$ cat src/rtl/multi_blinker.sv
// multi_blinker: multi-channel LED driver with one shared tick prescaler and
// per-channel OFF/ON/BLINK/ONESHOT modes loaded through a single write port.
module multi_blinker #(
    parameter int unsigned CHANNELS = 4,
    parameter int unsigned SPEED    = 24,
    parameter int unsigned PERIOD_W = 8
) (
    input  logic                      clk,
    input  logic                      rst,
    input  logic                      wr_en,
    input  logic [$clog2(CHANNELS):0] wr_ch,
    input  logic [1:0]                wr_mode,
    input  logic [PERIOD_W-1:0]       wr_period,
    input  logic                      sync,
    output logic                      tick,
    output logic [CHANNELS-1:0]       led,
    output logic [CHANNELS-1:0]       done
);
    localparam int unsigned CH_W = $clog2(CHANNELS) + 1;

    typedef enum logic [1:0] {
        MODE_OFF     = 2'd0,
        MODE_ON      = 2'd1,
        MODE_BLINK   = 2'd2,
        MODE_ONESHOT = 2'd3
    } mode_e;

    logic [SPEED-1:0]    presc_q, presc_d;
    logic                tick_en;

    mode_e               mode_q   [CHANNELS];
    mode_e               mode_d   [CHANNELS];
    logic [PERIOD_W-1:0] period_q [CHANNELS];
    logic [PERIOD_W-1:0] period_d [CHANNELS];
    logic [PERIOD_W-1:0] count_q  [CHANNELS];
    logic [PERIOD_W-1:0] count_d  [CHANNELS];
    logic [CHANNELS-1:0] led_q, led_d;
    logic [CHANNELS-1:0] done_q, done_d;
    logic [CHANNELS-1:0] wr_sel;
    logic [CHANNELS-1:0] at_end;

    // sync both clears the prescaler and masks the tick it would have produced
    always_comb begin
        tick_en = (&presc_q) & ~sync;
        presc_d = sync ? '0 : presc_q + SPEED'(1);
    end

    // Out-of-range channel indices never match any decode line, so they are dropped here
    always_comb begin
        wr_sel = '0;
        at_end = '0;
        for (int unsigned i = 0; i < CHANNELS; i++) begin
            wr_sel[i] = wr_en && (wr_ch == CH_W'(i));
            if (period_q[i] == '0) begin
                at_end[i] = (count_q[i] == '0);
            end else begin
                at_end[i] = (count_q[i] == period_q[i] - PERIOD_W'(1));
            end
        end
    end

    // Priority per channel: write, then sync, then tick
    always_comb begin
        led_d  = led_q;
        done_d = '0;
        for (int unsigned i = 0; i < CHANNELS; i++) begin
            mode_d[i]   = mode_q[i];
            period_d[i] = period_q[i];
            count_d[i]  = count_q[i];
            if (wr_sel[i]) begin
                mode_d[i]   = mode_e'(wr_mode);
                period_d[i] = wr_period;
                count_d[i]  = '0;
                led_d[i]    = (mode_e'(wr_mode) != MODE_OFF);
            end else if (sync) begin
                count_d[i] = '0;
                if (mode_q[i] == MODE_BLINK || mode_q[i] == MODE_ONESHOT) begin
                    led_d[i] = 1'b1;
                end
            end else if (tick_en) begin
                unique case (mode_q[i])
                    MODE_OFF: led_d[i] = 1'b0;
                    MODE_ON:  led_d[i] = 1'b1;
                    MODE_BLINK: begin
                        if (at_end[i]) begin
                            count_d[i] = '0;
                            led_d[i]   = ~led_q[i];
                        end else begin
                            count_d[i] = count_q[i] + PERIOD_W'(1);
                        end
                    end
                    MODE_ONESHOT: begin
                        if (at_end[i]) begin
                            count_d[i] = '0;
                            led_d[i]   = 1'b0;
                            mode_d[i]  = MODE_OFF;
                            done_d[i]  = 1'b1;
                        end else begin
                            count_d[i] = count_q[i] + PERIOD_W'(1);
                        end
                    end
                endcase
            end
        end
    end

    always_ff @(posedge clk or posedge rst) begin
        if (rst) begin
            presc_q <= '0;
            led_q   <= '0;
            done_q  <= '0;
            for (int unsigned i = 0; i < CHANNELS; i++) begin
                mode_q[i]   <= MODE_OFF;
                period_q[i] <= '0;
                count_q[i]  <= '0;
            end
        end else begin
            presc_q <= presc_d;
            led_q   <= led_d;
            done_q  <= done_d;
            for (int unsigned i = 0; i < CHANNELS; i++) begin
                mode_q[i]   <= mode_d[i];
                period_q[i] <= period_d[i];
                count_q[i]  <= count_d[i];
            end
        end
    end

    assign tick = tick_en;
    assign led  = led_q;
    assign done = done_q;

endmodule

$ cat config.mk
export PLATFORM = sky130hd
export DESIGN_NAME = multi_blinker
export DESIGN_NICKNAME = d
export VERILOG_FILES = /design/src/rtl/multi_blinker.sv
export SDC_FILE = /design/constraint.sdc
export NUM_CORES = 1
export LEC_CHECK = 0
export BUFFER_PORTS_ARGS = -buffer_cell sky130_fd_sc_hd__clkbuf_2
export CELL_PAD_IN_SITES_DETAIL_PLACEMENT = 1
export CELL_PAD_IN_SITES_GLOBAL_PLACEMENT = 2
export CORE_ASPECT_RATIO = 2
export CORE_MARGIN = 4
export CORE_UTILIZATION = 37
export CTS_BUF_LIST = sky130_fd_sc_hd__clkbuf_4
export CTS_CLUSTER_DIAMETER = 100
export DETAILED_ROUTE_END_ITERATION = 16
export PLACE_DENSITY = 0.86
export REMOVE_ABC_BUFFERS = 1
export SLEW_MARGIN = 20
export SYNTH_ARGS = -nofsm -noshare
export SYNTH_HDL_FRONTEND = slang
export SYNTH_SLANG_ARGS = --single-unit
$ cat constraint.sdc
create_clock -name clk -period 3.25 [get_ports clk]
set_input_delay 0.65 -clock clk [delete_from_list [all_inputs] [get_ports clk]]
set_output_delay 0.65 -clock clk [all_outputs]
set_load 0.02 [all_outputs]
==> run summary, run 1 <==
Status: completed
Fmax: 352 MHz
Cell Area, Placed: 0.00716 mm^2
Critical setup path kind: flip-flop to output pin
Pins Over Slew Limit: 0
Worst r2r dst: led[1]$_DFFE_PP0P_
Post-DP HPWL: 15.6 mm
Cell taking the most area after synthesis: dfrtp_1
Die Y: 200 um
Worst-Skew Late Latency: 490 ps
Initial antenna violation count: 1
Worst min path class: primary input to asynchronous set/reset pin
Resized cells post-CTS: 0
Worst r2r src: period_q[16]$_DFFE_PP0P_
Commonest cells post-synth: nand2_1 (105), dfrtp_1 (104), nor2_1 (58)
Max Cap Viol: 0
DRC: 0
Post-synth cell types: 82
# Post-CTS Setup Buffers: 0
# IOs: 26
FF-to-FF setup slack: 450 ps
Worst Setup Slack post-DPL: 471 ps
PwrDens: 428 mW/mm^2
CTS buffer count: 9
Count of final setup violators: 0
Max clock buf depth: 2
Area share of the largest cell type after synthesis: 38.2%
Final WS setup: 410 ps
WP data arrival: 2190 ps
Worst Setup End Kind: output pin
Mapped Avg Cell Area: 8.79 um^2
Global placer's final weighted congestion: 0.888
Largest net degree at the start of global routing: 60
Hold_buf cts: 0
Clk sinks: 104
# port buffers: 25
Design area: 0.00729 mm^2
Setup TNS: 0 ps
Clock-pin slew on the worst setup and hold paths: 180 ps
Initial core utilization: 37.4%
Hold Violations, Final: 0
Final period util: 87.4%
Max Clock Skew: 24.1 ps
GRT Total Usage: 19.8%
GR Overflow Total: 0
Slowest CP cell: or3_4
Iteration-0 DRC Markers: 207
Detail Route Antenna Nets: 0
Cell count after synthesis: 775
Top_reg_cell synth: dfrtp_1
CP max FO: 4
Layout cells sized above 1: 13.1%
Via count: 5908
Initial DRT Pass Iterations: 5
Area Growth Syn to Fin: 6.92%
Hold WS: 283 ps
CORE AREA: 0.0182 mm^2
Rows: 70
DIE AREA: 0.0208 mm^2
Most frequent cell after synthesis: nand2_1
Post-Syn Area: 0.00682 mm^2
Worst path bufs/invs: 2
H-tree levels: 3
Max VDD drop: 162 uV
Warnings from Yosys: 0
Synth Register Bits: 104
Slew at the pin closest to its max-slew limit: 833 ps
Vias in the first global route: 6575
Fin util: 40.0%
Slowest Stage Delay on Critical Path: 440 ps
Seq/Total Area, Yosys: 38.2%
CTS tree: yes
R2R depth: 8
Number of synthesized flops with an enable pin: 0
Synth async-reset ratio: 100%
Nets@finish: 835
Chip Width: 104 um
Pleak: 3.05 nW
Tmin final: 2840 ps
Startpoint Class: flip-flop
Slew margin rel.: 44.5%
Root Buffer: clkbuf_4
Wire per inst: 20.0 um
RSZ-0062 raised after global routing: false
Vias/cell: 5.84
CP cell instances: ha_1, inv_1, or3_4, nor4_4, clkbuf_2
Ranking of synthesized cells by area: dfrtp_1 (38%), nand2_1 (5.8%), ha_1 (5.3%), xor2_1 (4.5%), xnor2_1 (3.5%)
CP delay by family, top: simple AND/OR/NAND/NOR gates
Wire length of the first global-routing pass: 33.1 mm
WL final: 20.2 mm
Req. time, crit path: 2600 ps
-- power breakdown --
| group | switching (mW) | internal [mW] | leakage [nW] | total, mW |
|---|---|---|---|---|
| sequential | 0.177 | 1.41 | 1.36 | 1.59 |
| combinational | 0.503 | 0.368 | 1.62 | 0.871 |
| clock | 0.497 | 0.166 | 0.0663 | 0.663 |
| total | 1.18 | 1.94 | 3.05 | 3.12 |
-- cell usage in the layout, fill, tap and decap left out, types with 4 or more instances in the layout --
cell and instances:
nand4_1 27, a211oi_1 8, or3_1 7, xnor2_1 27
nor3_1 23, a21oi_1 22, nand2b_1 5, dfrtp_1 104
xor2_1 35, o21a_1 5, ha_1 29, nor2b_1 4
or4_1 7, clkbuf_4 9, nor4_1 12, mux2i_1 8
mux2_2 12, o21ai_1 6, nor3b_1 5, o31ai_1 7
o22ai_1 6, or4_4 4, or2_2 8, nand2_1 105
buf_4 11, nor2_1 58, nand3_1 37, a31oi_1 14
clkbuf_2 25, and3_1 9, inv_1 45, o21ai_0 30
-- layer usage --
metal / vias to the layer above / share of wire, % / track usage (%)
li1: 2769 / - / -
met3: 45 / 2.0 / 2.74
met1: 2993 / 37 / 19.7
met4: 0 / 3.6 / 10.2
met2: 101 / 57 / 39.7
met5: - / 0 / 0
-- layout make-up --
cell class / count / area [um^2]
Clock inverter: 7 / 53.8
Inverter: 46 / 175
Antenna cell: 1 / 2.50
Clock buffer: 9 / 67.6
Timing Repair Buffer: 37 / 228
Fill cell: 2222 / 10900
Multi-Input combinational cell: 591 / 3890
Sequential cell: 104 / 2600
Tap cell: 216 / 270
-- worst register-to-register path, delay by kind of cell, from the launching register on --
family | cells | cell delay, ps
compound gates | 4 | 1390
fa+ha+maj | 1 | 290
buf+inv | 1 | 110
flops | 1 | 460
mux | 1 | 330
simple gates | 1 | 130
-- flip-flops by register name, indices dropped and copies added, names as in the netlist --
signal,count
mode_q,8
count_q,32
period_q,32
led,4
done,4
presc_q,24
-- how the worst max path moves through the flow --
stage	from	endpoint	cells past startpoint
floorplan	rst	count_q[0]$_DFFE_PP0P_	1
global placement	period_q[16]$_DFFE_PP0P_	led[1]$_DFFE_PP0P_	8
detailed placement	period_q[16]$_DFFE_PP0P_	led[1]$_DFFE_PP0P_	8
CTS	presc_q[0]$_DFF_PP0_	tick	5
global route	presc_q[0]$_DFF_PP0_	tick	5
finish	presc_q[0]$_DFF_PP0_	tick	5
-- per-stage QoR --
stage	total power, mW	instances
2_1_floorplan	2.19	741
3_3_place_gp	2.43	994
3_5_place_dp	2.49	994
4_1_cts	3.16	1010
5_1_grt	3.32	1011
6_report	3.12	1011
-- logic make-up (layout without fill, tap and decap cells) --
kind of cell	after synthesis	after routing	share of synthesized area [%]
AOI/OAI and AO/OA	129	129	12.7
and+or+nand+nor	349	349	27.5
adders and majority gates	29	29	5.32
other	0	1	0
muxes	22	22	3.49
xor gates and xnor gates	62	62	7.97
DFF	104	104	38.2
buffers and inverters	80	99	4.87
No activity file was read; power rests on OpenSTA's default activity.
==> run 2: changes to the inputs <==
Settings changed: ABC_AREA set to 1, CORE_UTILIZATION 37 to 34.
==> run 2 against run 1 <==
- sequential power hardly changed
- combinational power grew 2.5%
- power grew 1.5%
- critical endpoint unchanged
- largest cell class unchanged
- largest power group unchanged
==> run summary, run 2 <==
Number of synthesized flops with an enable pin: 0 (unchanged)
Tmin final: 2900 ps (+57.4 ps)
Layout cells sized above 1: 6.67% (-6.4 points)
Vias in the first global route: 6682 (+1.6%)
Ranking of synthesized cells by area: dfrtp_1 (39%), nand2_1 (14%), nor2_1 (7.3%), inv_1 (7.1%), ha_1 (5.4%)
DRC: 0 (unchanged)
CORE AREA: 0.0194 mm^2 (+6.3%)
WP data arrival: 2250 ps (+60 ps)
Design area: 0.00730 mm^2 (+0.12%)
Worst path bufs/invs: 1 (-1)
Warnings from Yosys: 0 (unchanged)
Area share of the largest cell type after synthesis: 39.0% (+0.80 points)
Detail Route Antenna Nets: 0 (unchanged)
Initial core utilization: 34.5% (-2.9 points)
Max clock buf depth: 2 (unchanged)
Root Buffer: clkbuf_4
Hold WS: 53.5 ps (-230 ps)
WL final: 19.2 mm (-4.9%)
# port buffers: 25 (unchanged)
Slowest Stage Delay on Critical Path: 440 ps (about the same)
RSZ-0062 raised after global routing: false
Worst min path class: primary input to asynchronous set/reset pin
Area Growth Syn to Fin: 9.30%
Iteration-0 DRC Markers: 168 (-19%)
Startpoint Class: flip-flop
GR Overflow Total: 0 (unchanged)
Chip Width: 107 um (+3.0%)
Placed insts: 1218 (+23%)
Cell taking the most area after synthesis: dfrtp_1
Pins Over Slew Limit: 0 (unchanged)
H-tree levels: 3 (unchanged)
WL met2: 11.2 mm (-3.1%)
Worst Setup Slack post-DPL: 897 ps (+426 ps)
Crit. path cell count: 7 (+2)
Wire per inst: 15.5 um (-22%)
Top_reg_cell synth: dfrtp_1
CTS buffer count: 9 (unchanged)
Rows: 72 (+2.9%)
Synth async-reset ratio: 100% (unchanged)
GRT Total Usage: 18.8% (-1.1 points)
DIE AREA: 0.0221 mm^2 (+6.2%)
Global placer's final weighted congestion: 0.833 (-6.2%)
Clk sinks: 104 (unchanged)
CP max FO: 7 (+3)
# Post-CTS Setup Buffers: 0 (unchanged)
Die Y: 206 um (+3.1%)
# IOs: 26 (unchanged)
Commonest cells post-synth: nand2_1 (253), nor2_1 (129), inv_1 (126)
Most frequent cell after synthesis: nand2_1
Setup TNS: 0 ps (unchanged)
CP delay by family, top: simple AND/OR/NAND/NOR gates
Final WS setup: 353 ps (-57.4 ps)
Post-synth cell types: 33 (-60%)
Slew at the pin closest to its max-slew limit: 567 ps (-266 ps)
Initial DRT Pass Iterations: 4 (-1)
Slew margin rel.: 62.1% (+18 points)
Hold Violations, Final: 0 (unchanged)
Initial antenna violation count: 1 (unchanged)
Hold_buf cts: 0 (unchanged)
Critical setup path kind: flip-flop to output pin
Worst Setup End Kind: output pin
Post-DP HPWL: 15.6 mm (about the same)
Req. time, crit path: 2600 ps (about the same)
Resized cells post-CTS: 0 (unchanged)
Pleak: 3.62 nW (+19%)
Max Cap Viol: 0 (unchanged)
Wire length of the first global-routing pass: 32.7 mm (-1.0%)
Worst-Skew Late Latency: 480 ps (about the same)
Fmax: 345 MHz (-2.0%)
Post-Syn Area: 0.00668 mm^2 (-2.1%)
PwrDens: 434 mW/mm^2 (+1.4%)
CP cell instances: nand2_1, nor2_1, nand3_2, nor2_4, nand4_4, nor2_2, clkbuf_2
Via count: 6092 (+3.1%)
Cell Area, Placed: 0.00715 mm^2 (-0.23%)
Max Clock Skew: 32.2 ps (+8.05 ps)
Final Non-Filler Cells: 1235 (+22%)
Clock-pin slew on the worst setup and hold paths: 180 ps (about the same)
Most common cell after layout, fill and taps aside: nand2_1
Largest net degree at the start of global routing: 91 (+52%)
Mapped Avg Cell Area: 7.10 um^2 (-19%)
Highest metal used: met4
Synth Register Bits: 104 (unchanged)
Max VDD drop: 213 uV (+31%)
M1 wire length: 6.87 mm (-8.4%)
R2R depth: 10 (+2)
Biggest regs: count_q (32), period_q (32), presc_q (24)
CTS tree: yes
Count of final setup violators: 0 (unchanged)
Nets@finish: 1016 (+22%)
Met3 wire length: 287 um (-29%)
Cell count after synthesis: 940 (+21%)
Status: completed
Final period util: 89.1% (+1.8 points)
Seq/Total Area, Yosys: 39.0% (+0.80 points)
Vias/cell: 4.93 (-16%)
Highest-count cells in the layout ignoring fill and taps: nand2_1 (253), nor2_1 (129), inv_1 (125)
Slowest CP cell: dfrtp_1
-- run 2: worst register-to-register path: cells and delay by family, from the launching register on --
kind / cells / cell delay, ps
AND/OR/NAND/NOR: 9 / 1590
flip-flops: 1 / 440
buffers and inverters: 1 / 100
-- run 2: report_power, final --
group	internal, mW	switching (mW)
sequential	1.42	0.144
combinational	0.312	0.581
clock	0.242	0.473
-- run 2: final timing paths --
| kind | from | to | slack (ps) |
|---|---|---|---|
| max in group asynchronous | rst | count_q[9]$_DFFE_PP0P_ | 2410 |
| max | presc_q[2]$_DFF_PP0_ | tick | 350 |
| min reg2reg | presc_q[0]$_DFF_PP0_ | presc_q[0]$_DFF_PP0_ | 480 |
| min | rst | presc_q[2]$_DFF_PP0_ | 50 |
| max reg2reg | presc_q[2]$_DFF_PP0_ | done[2]$_DFF_PP0_ | 1040 |
| min in group clk | wr_period[1] | period_q[9]$_DFFE_PP0P_ | 410 |
-- run 2: cells by family after synthesis --
logic type | synth area share (%)
fa+ha+maj | 5.44
compound gates | 9.15
simple gates | 34.0
xor+xnor | 4.33
flops | 39.0
buf+inv | 8.10
-- run 2: final cells by class --
class / instances / area, um^2
fill: 2522 / 12100
sequential: 104 / 2600
timing repair buffer: 33 / 198
multi-input combinational: 692 / 3530
inverter: 130 / 490
tap: 259 / 324
antenna: 1 / 2.50
clock buffer: 9 / 67.6
clock inverter: 7 / 78.8
-- run 2: metrics by stage --
stage / util [%] / power [mW]
finish: 37.7 / 3.17
global route: 37.7 / 3.44
CTS: 37.7 / 3.23
detailed placement: 36.9 / 2.49
global placement: 36.9 / 2.47
floorplan: - / 2.21
-- run 2: per-layer routing --
layer | vias up | track usage [%]
met1 | 2935 | 18.7
met5 | - | 0
met2 | 62 | 37.4
li1 | 3053 | -
met3 | 42 | 1.94
met4 | 0 | 9.33
